File: src/rtl/instr_loader.sv
// instr_loader: program-load sequencer between the UART word receiver and the
// instruction memory. Parses a SYNC header, writes N words to consecutive
// addresses, and holds the CPU in reset until the load completes.
// Optional feature: define LOADER_CHECKSUM_EN to require a trailing 16-bit
// wrap-around sum of the data words before releasing the CPU.
module instr_loader #(
  parameter int unsigned ADDR_WIDTH   = 8,
  parameter logic [7:0]  SYNC         = 8'hA5,
  parameter int unsigned TIMEOUT_CLKS = 100000
) (
  input  logic                  i_clk,
  input  logic                  i_rst,
  input  logic                  i_rx_dv,
  input  logic [15:0]           i_rx_instr,
  output logic                  o_mem_we,
  output logic [ADDR_WIDTH-1:0] o_mem_addr,
  output logic [15:0]           o_mem_data,
  output logic                  o_cpu_rst,
  output logic                  o_load_done,
  output logic                  o_load_err,
  output logic                  o_busy
);

  localparam int unsigned TW        = $clog2(TIMEOUT_CLKS + 1);
  localparam logic [TW-1:0] TO_LAST = TW'(TIMEOUT_CLKS - 1);
  localparam logic [8:0] MAX_WORDS  = 9'(1 << ADDR_WIDTH);

`ifdef LOADER_CHECKSUM_EN
  typedef enum logic [2:0] {S_IDLE, S_LOAD, S_CHECK, S_RUN, S_ERR} state_t;
`else
  typedef enum logic [2:0] {S_IDLE, S_LOAD, S_RUN, S_ERR} state_t;
`endif

  state_t                  state_q, state_d;
  logic [ADDR_WIDTH-1:0]   wr_addr_q, wr_addr_d;
  logic [7:0]              rem_q, rem_d;      // data words still expected, minus one
  logic [TW-1:0]           timer_q, timer_d;
  logic                    mem_we_q, mem_we_d;
  logic [ADDR_WIDTH-1:0]   mem_addr_q, mem_addr_d;
  logic [15:0]             mem_data_q, mem_data_d;
  logic                    cpu_rst_q, cpu_rst_d;
  logic                    done_q, done_d;
  logic                    err_q, err_d;
  logic                    busy_q, busy_d;
`ifdef LOADER_CHECKSUM_EN
  logic [15:0]             sum_q, sum_d;
`endif

  logic       is_hdr;
  logic [8:0] hdr_words;

  assign is_hdr    = (i_rx_instr[15:8] == SYNC);
  assign hdr_words = {1'b0, i_rx_instr[7:0]} + 9'd1;

  // State register and all registered outputs.
  always_ff @(posedge i_clk or posedge i_rst) begin
    if (i_rst) begin
      state_q    <= S_IDLE;
      wr_addr_q  <= '0;
      rem_q      <= '0;
      timer_q    <= '0;
      mem_we_q   <= 1'b0;
      mem_addr_q <= '0;
      mem_data_q <= '0;
      cpu_rst_q  <= 1'b1;
      done_q     <= 1'b0;
      err_q      <= 1'b0;
      busy_q     <= 1'b0;
`ifdef LOADER_CHECKSUM_EN
      sum_q      <= '0;
`endif
    end else begin
      state_q    <= state_d;
      wr_addr_q  <= wr_addr_d;
      rem_q      <= rem_d;
      timer_q    <= timer_d;
      mem_we_q   <= mem_we_d;
      mem_addr_q <= mem_addr_d;
      mem_data_q <= mem_data_d;
      cpu_rst_q  <= cpu_rst_d;
      done_q     <= done_d;
      err_q      <= err_d;
      busy_q     <= busy_d;
`ifdef LOADER_CHECKSUM_EN
      sum_q      <= sum_d;
`endif
    end
  end

  // Next-state, write strobe and timeout logic; flags are decoded from the
  // next state so they change together with the state register.
  always_comb begin
    state_d    = state_q;
    wr_addr_d  = wr_addr_q;
    rem_d      = rem_q;
    timer_d    = '0;
    mem_we_d   = 1'b0;
    mem_addr_d = mem_addr_q;
    mem_data_d = mem_data_q;
`ifdef LOADER_CHECKSUM_EN
    sum_d      = sum_q;
`endif
    case (state_q)
      S_LOAD: begin
        if (i_rx_dv) begin
          mem_we_d   = 1'b1;
          mem_addr_d = wr_addr_q;
          mem_data_d = i_rx_instr;
          wr_addr_d  = wr_addr_q + 1'b1;
          rem_d      = rem_q - 8'd1;
`ifdef LOADER_CHECKSUM_EN
          sum_d      = sum_q + i_rx_instr;
          if (rem_q == 8'd0) state_d = S_CHECK;
`else
          if (rem_q == 8'd0) state_d = S_RUN;
`endif
        end else if (timer_q == TO_LAST) begin
          state_d = S_ERR;
        end else begin
          timer_d = timer_q + 1'b1;
        end
      end
`ifdef LOADER_CHECKSUM_EN
      S_CHECK: begin
        if (i_rx_dv) begin
          state_d = (i_rx_instr == sum_q) ? S_RUN : S_ERR;
        end else if (timer_q == TO_LAST) begin
          state_d = S_ERR;
        end else begin
          timer_d = timer_q + 1'b1;
        end
      end
`endif
      default: begin
        if (i_rx_dv && is_hdr) begin
          if (hdr_words > MAX_WORDS) begin
            state_d = S_ERR;
          end else begin
            state_d   = S_LOAD;
            wr_addr_d = '0;
            rem_d     = i_rx_instr[7:0];
`ifdef LOADER_CHECKSUM_EN
            sum_d     = '0;
`endif
          end
        end
      end
    endcase

    cpu_rst_d = (state_d != S_RUN);
    done_d    = (state_d == S_RUN);
    err_d     = (state_d == S_ERR);
`ifdef LOADER_CHECKSUM_EN
    busy_d    = (state_d == S_LOAD) || (state_d == S_CHECK);
`else
    busy_d    = (state_d == S_LOAD);
`endif
  end

  assign o_mem_we    = mem_we_q;
  assign o_mem_addr  = mem_addr_q;
  assign o_mem_data  = mem_data_q;
  assign o_cpu_rst   = cpu_rst_q;
  assign o_load_done = done_q;
  assign o_load_err  = err_q;
  assign o_busy      = busy_q;

endmodule

File: config.mk
export PLATFORM = sky130hd
export DESIGN_NAME = instr_loader
export DESIGN_NICKNAME = d
export VERILOG_FILES = /design/src/rtl/instr_loader.sv
export SDC_FILE = /design/constraint.sdc
export NUM_CORES = 1
export LEC_CHECK = 0
export CAP_MARGIN = 10
export CORE_ASPECT_RATIO = 0.6
export CORE_MARGIN = 10
export CORE_UTILIZATION = 35
export DETAILED_ROUTE_END_ITERATION = 10
export HOLD_SLACK_MARGIN = 0.15
export SLEW_MARGIN = 20
export SYNTH_ARGS = -nofsm -noshare
export SYNTH_HDL_FRONTEND = slang
export SYNTH_SLANG_ARGS = --single-unit
File: constraint.sdc
create_clock -name i_clk -period 5.2 [get_ports i_clk]
set_clock_uncertainty 0.05 [all_clocks]
set_input_delay 1.04 -clock i_clk [delete_from_list [all_inputs] [get_ports i_clk]]
set_output_delay 1.04 -clock i_clk [all_outputs]
set_load 0.03 [all_outputs]
# [After elaboration in Yosys (flattened, before gate mapping)]
# Index checks and enable logic that the tools add are counted.
[classes] n_eq_ne=9 n_addsub=4 order_cmp=1 mux=19 n_reduce_logical=5
[ops] operator="$mux 8" count=8
[ops] operator="$mux 17" count=3
[ops] operator="$add 17x1->17 const B" count=1
[ops] operator="$eq 17x17->1 const B" count=1
[ops] operator="$mux 3" count=5
[ops] operator="$add 8x1->9 const B" count=1
[ops] operator="$gt 9x9->1 const B" count=1
[ops] operator="$add 8x1->8 const B" count=1
[ops] operator="$eq 8x8->1 const B" count=1
[ops] operator="$logic_not 8->1" count=1
[ops] operator="$sub 8x1->8 const B" count=1
[ops] operator="$eq 3x1->1 const B" count=2
[ops] operator="$eq 3x2->1 const B" count=2
[ops] operator="$ne 3x2->1 const B" count=1
[ops] operator="$reduce_and 3->1" count=1
[ops] operator="$mux 1" count=2
[ops] operator="$mux 2" count=1
[ops] operator="$ne 2x1->1 const B" count=1
[ops] operator="$ne 2x2->1 const B" count=1
[ops] operator="$reduce_and 2->1" count=1
[ops] operator="$reduce_bool 2->1" count=1
[ops] operator="$logic_and 1x1->1" count=1
[word_totals] ff_bits=65 out_inout_bits=29

# [Logic depth before layout (Yosys ltp)]
[logic_depth] depth_word=6 ltp_mapped=7 depth_no_buf=5

# [Least setup slack after synthesis]
# Ideal clock, no wire load.
[synth_timing] path_kind="input -> register" start="input i_rx_instr[11]" end="register rem_q[1]" t_arrival_ps=1976 setup_slack_ps=3049 setup_ps=125 n_path_buf=0 stages=4 required_ps=5025 path_cell_list="and4bb_2 a21o_1 nand2_1 mux2_2"
[synth_between] elab_chain_cells=4
[synth_lines] item="start: declaration" line="14" rtl="input logic [15:0] i_rx_instr,"
[synth_lines] item="$eq 8x8->1" line="52" rtl="assign is_hdr = (i_rx_instr[15:8] == SYNC);"
[synth_lines] item="$logic_and 1x1->1" line="135" rtl="if (i_rx_dv && is_hdr) begin"
[synth_lines] item="$reduce_bool 2->1 (no line)"
[synth_lines] item="$reduce_and 3->1 (no line)"
[synth_lines] item="end signal: assignment" line="75" rtl="rem_q <= rem_d;"
[synth_lines] item="end: declaration" line="36" rtl="logic [7:0] rem_q, rem_d;"
# Every way passes these cells.
# A chain may end at the register's enable or synchronous reset.

# [Worst setup path in the final report]
[layout_timing] start="input i_rx_dv" end="register mem_addr_q[3], in the netlist o_mem_addr[3]"
[layout_between] elab_chain_cells=1
[layout_lines] item="start: declaration" line="13" rtl="input logic i_rx_dv,"
[layout_lines] item="$reduce_and 2->1 (no line)"
[layout_lines] item="end signal: assignment" line="78" rtl="mem_addr_q <= mem_addr_d;"
[layout_lines] item="end: declaration" line="39" rtl="logic [ADDR_WIDTH-1:0] mem_addr_q, mem_addr_d;"
# Every way passes these cells.

==> results_dict.tcl <==
set metrics [dict create \
    p_leak_nw 1.63 \
    cts_resized 0 \
    path_clk_slew_ps 50 \
    async_flop_share_pct 100 \
    num_rows 26 \
    htreeDepth 3 \
    yosysSeqAreaShare_pct 52.1 \
    avgSynthCellArea_um2 11.5 \
    post_drt_via_cell_ratio 5.23 \
    core_area_um2 8590 \
    dp.cells 422 \
    fin_crit_sh_pct 55.5 \
    layout-drive-gt1-share_pct 17.2 \
    ant_nets 0 \
    wire_per_inst_um 16.4 \
    drt_iter0_drc 169 \
    start_kind "primary input" \
    die_h_um 93.2 \
    max-clock-path-buffers 2 \
    maxSlewHeadroom_pct 38.4 \
    layout_min_cycle_time_ps 2890 \
    drt-total-wl_um 7200 \
    yosys_register_bits 65 \
    p_per_area_nw_per_um2 495 \
    hp-class "reg -> reg" \
    grt_pass1_wl_um 12200 \
    cts_root_buf "clkbuf_16" \
    hold_viol_final 0 \
    grt_usage_pct 11.6 \
    synth_cells 272 \
    syn_nets 294 \
    fmax_mhz 346 \
    clock_latency_ps 330 \
    clkSinkCount 65 \
    synth.distinct_cells 50 \
    synth.area.top_cells "dfrtp_1, mux2_2, nor2_1" \
    vias 2290 \
    crit_type "in -> reg" \
    fin_nets 343 \
    die_area_um2 13200 \
    post_cts_buffers 0 \
    setup-violations-final 0 \
    cap_violations 0 \
    rsz0062_at_grt "false" \
    outcome "finished clean" \
    cp.required_ps 5360 \
    grt_max_degree 45 \
    place.port_buffers 47 \
    numCtsBuffers 9 \
    syn-cell-area_um2 3120 \
    postLayoutCoreUtil_pct 46.5 \
    synth_common_cells "dfrtp_1, mux2_2, nor2_1" \
    p_total_mw 1.98 \
    grt_pass1_vias 2188 \
    remaining_drc_errors 0 \
    worst_slew_pin_slew_ps 923 \
    start_util_pct 36.3 \
    tns_ps 0 \
    dr.pass1.iters 4 \
    yosysTopAreaCell "dfrtp_1" \
    synth_top_area_share_pct 51.3 \
    crit_arrival_ps 3050 \
    cp_max_fo 20 \
    gr-total-overflow 0 \
    place_congestion 0.802 \
    nFillCells 804 \
    slew_violations 0 \
    die-width_um 142 \
    io_pins 48 \
    synth_ff_type "dfrtp_1" \
    cp-end-kind "flop" \
    ctsHoldBuffers 0 \
    stdcell_count 438 \
    yosysWarnings 0 \
    cts_tree "yes" \
    syn_to_final_growth_pct 28.1 \
    synth.most_common_cell "dfrtp_1" \
    antenna_found_initial 0 \
    ir_drop_uv 229 \
    diodes 0 \
    dp_hpwl_um 5180 \
    synth_edf_count 0 \
]
-- path summary, 6_finish.rpt --
check,to,cells after the start,startpoint,slack [ps]
min in group asynchronous,o_mem_data[11]$_DFFE_PP0P_,2,i_rst,1200
worst min register to register,timer_q[0]$_DFF_PP0_,1,timer_q[0]$_DFF_PP0_,440
max in group asynchronous,rem_q[6]$_DFFE_PP0P_,3,i_rst,3030
worst max register to register,wr_addr_q[7]$_DFFE_PP0P_,4,state_q[2]$_DFF_PP0_,2860
worst max-delay path,o_mem_addr[3]$_DFFE_PP0P_,4,i_rx_dv,2310
worst min-delay path,timer_q[0]$_DFF_PP0_,1,timer_q[0]$_DFF_PP0_,440
-- flip-flops by register name, indices dropped and copies added, names as in the netlist, 3 cells and up --
register and count:
o_mem_addr 8, wr_addr_q 8, o_mem_data 16, state_q 3, rem_q 8, timer_q 17
-- per-stage QoR --
| stage | setup slack, ps | instance area, µm² | hold WS, ps |
|---|---|---|---|
| after floorplan | 2490 | 3120 | 399 |
| after global placement | 1980 | 3650 | 427 |
| after detailed placement | 1980 | 3650 | 437 |
| after CTS | 2340 | 4000 | 444 |
| after global routing | 2190 | 4000 | 466 |
| final | 2310 | 4000 | 444 |
-- metal layers --
layer  GRT usage, %  wire length [µm]  share of wire (%)  vias to the layer above
li1               -                 -                  -                     1096
met1           17.0              3900                 54                     1115
met2           14.4              2700                 37                       69
met3           4.80               520                7.2                       10
met4           4.58                80                1.1                        0
met5              0                 0                  0                        -
-- power by group --
group,internal [mW],total [mW],leakage (nW),switching (mW)
logic,0.255,0.554,0.678,0.299
clock network,0.467,0.687,0.162,0.220
registers,0.623,0.736,0.793,0.113
total,1.35,1.98,1.63,0.632
-- cells by family after synthesis --
logic type / after synthesis / share of synthesized area (%)
AND/OR/NAND/NOR: 100 / 19.9
adder cells (fa/ha/maj): 3 / 1.20
buffers and inverters: 18 / 3.77
flip-flops: 65 / 52.1
multiplexers: 27 / 9.66
AO/OA/AOI/OAI: 45 / 9.38
XOR/XNOR: 14 / 3.93
-- cell type report --
| type | count | area, µm² | area share [%] |
|---|---|---|---|
| clock buffers | 9 | 225 | 5.63 |
| clock inverters | 7 | 119 | 2.97 |
| inverters | 8 | 31.3 | 0.782 |
| multi-input cells | 189 | 1380 | 34.4 |
| flip-flops and latches | 65 | 1630 | 40.7 |
| well taps | 112 | 140 | 3.51 |
| repair buffers | 48 | 478 | 12.0 |
-- cell usage in the layout, fill, tap and decap left out, types with 8 or more instances in the layout --
master	netlist	final
nand2_1	14	14
nand4_1	9	9
mux2_2	25	25
xnor2_1	8	8
clkdlybuf4s50_1	0	47
nor2_1	21	21
o21ai_0	10	10
nand3_1	14	14
clkbuf_16	0	9
a21oi_1	9	9
nor3_1	8	8
dfrtp_1	64	64
-- worst max-delay path, stage by stage --
cell	delay (ps)
clkdlybuf4s50_1	1000
nand2_4	290
clkinv_2	330
mux2_2	380
(Power assumes the default switching activity.)
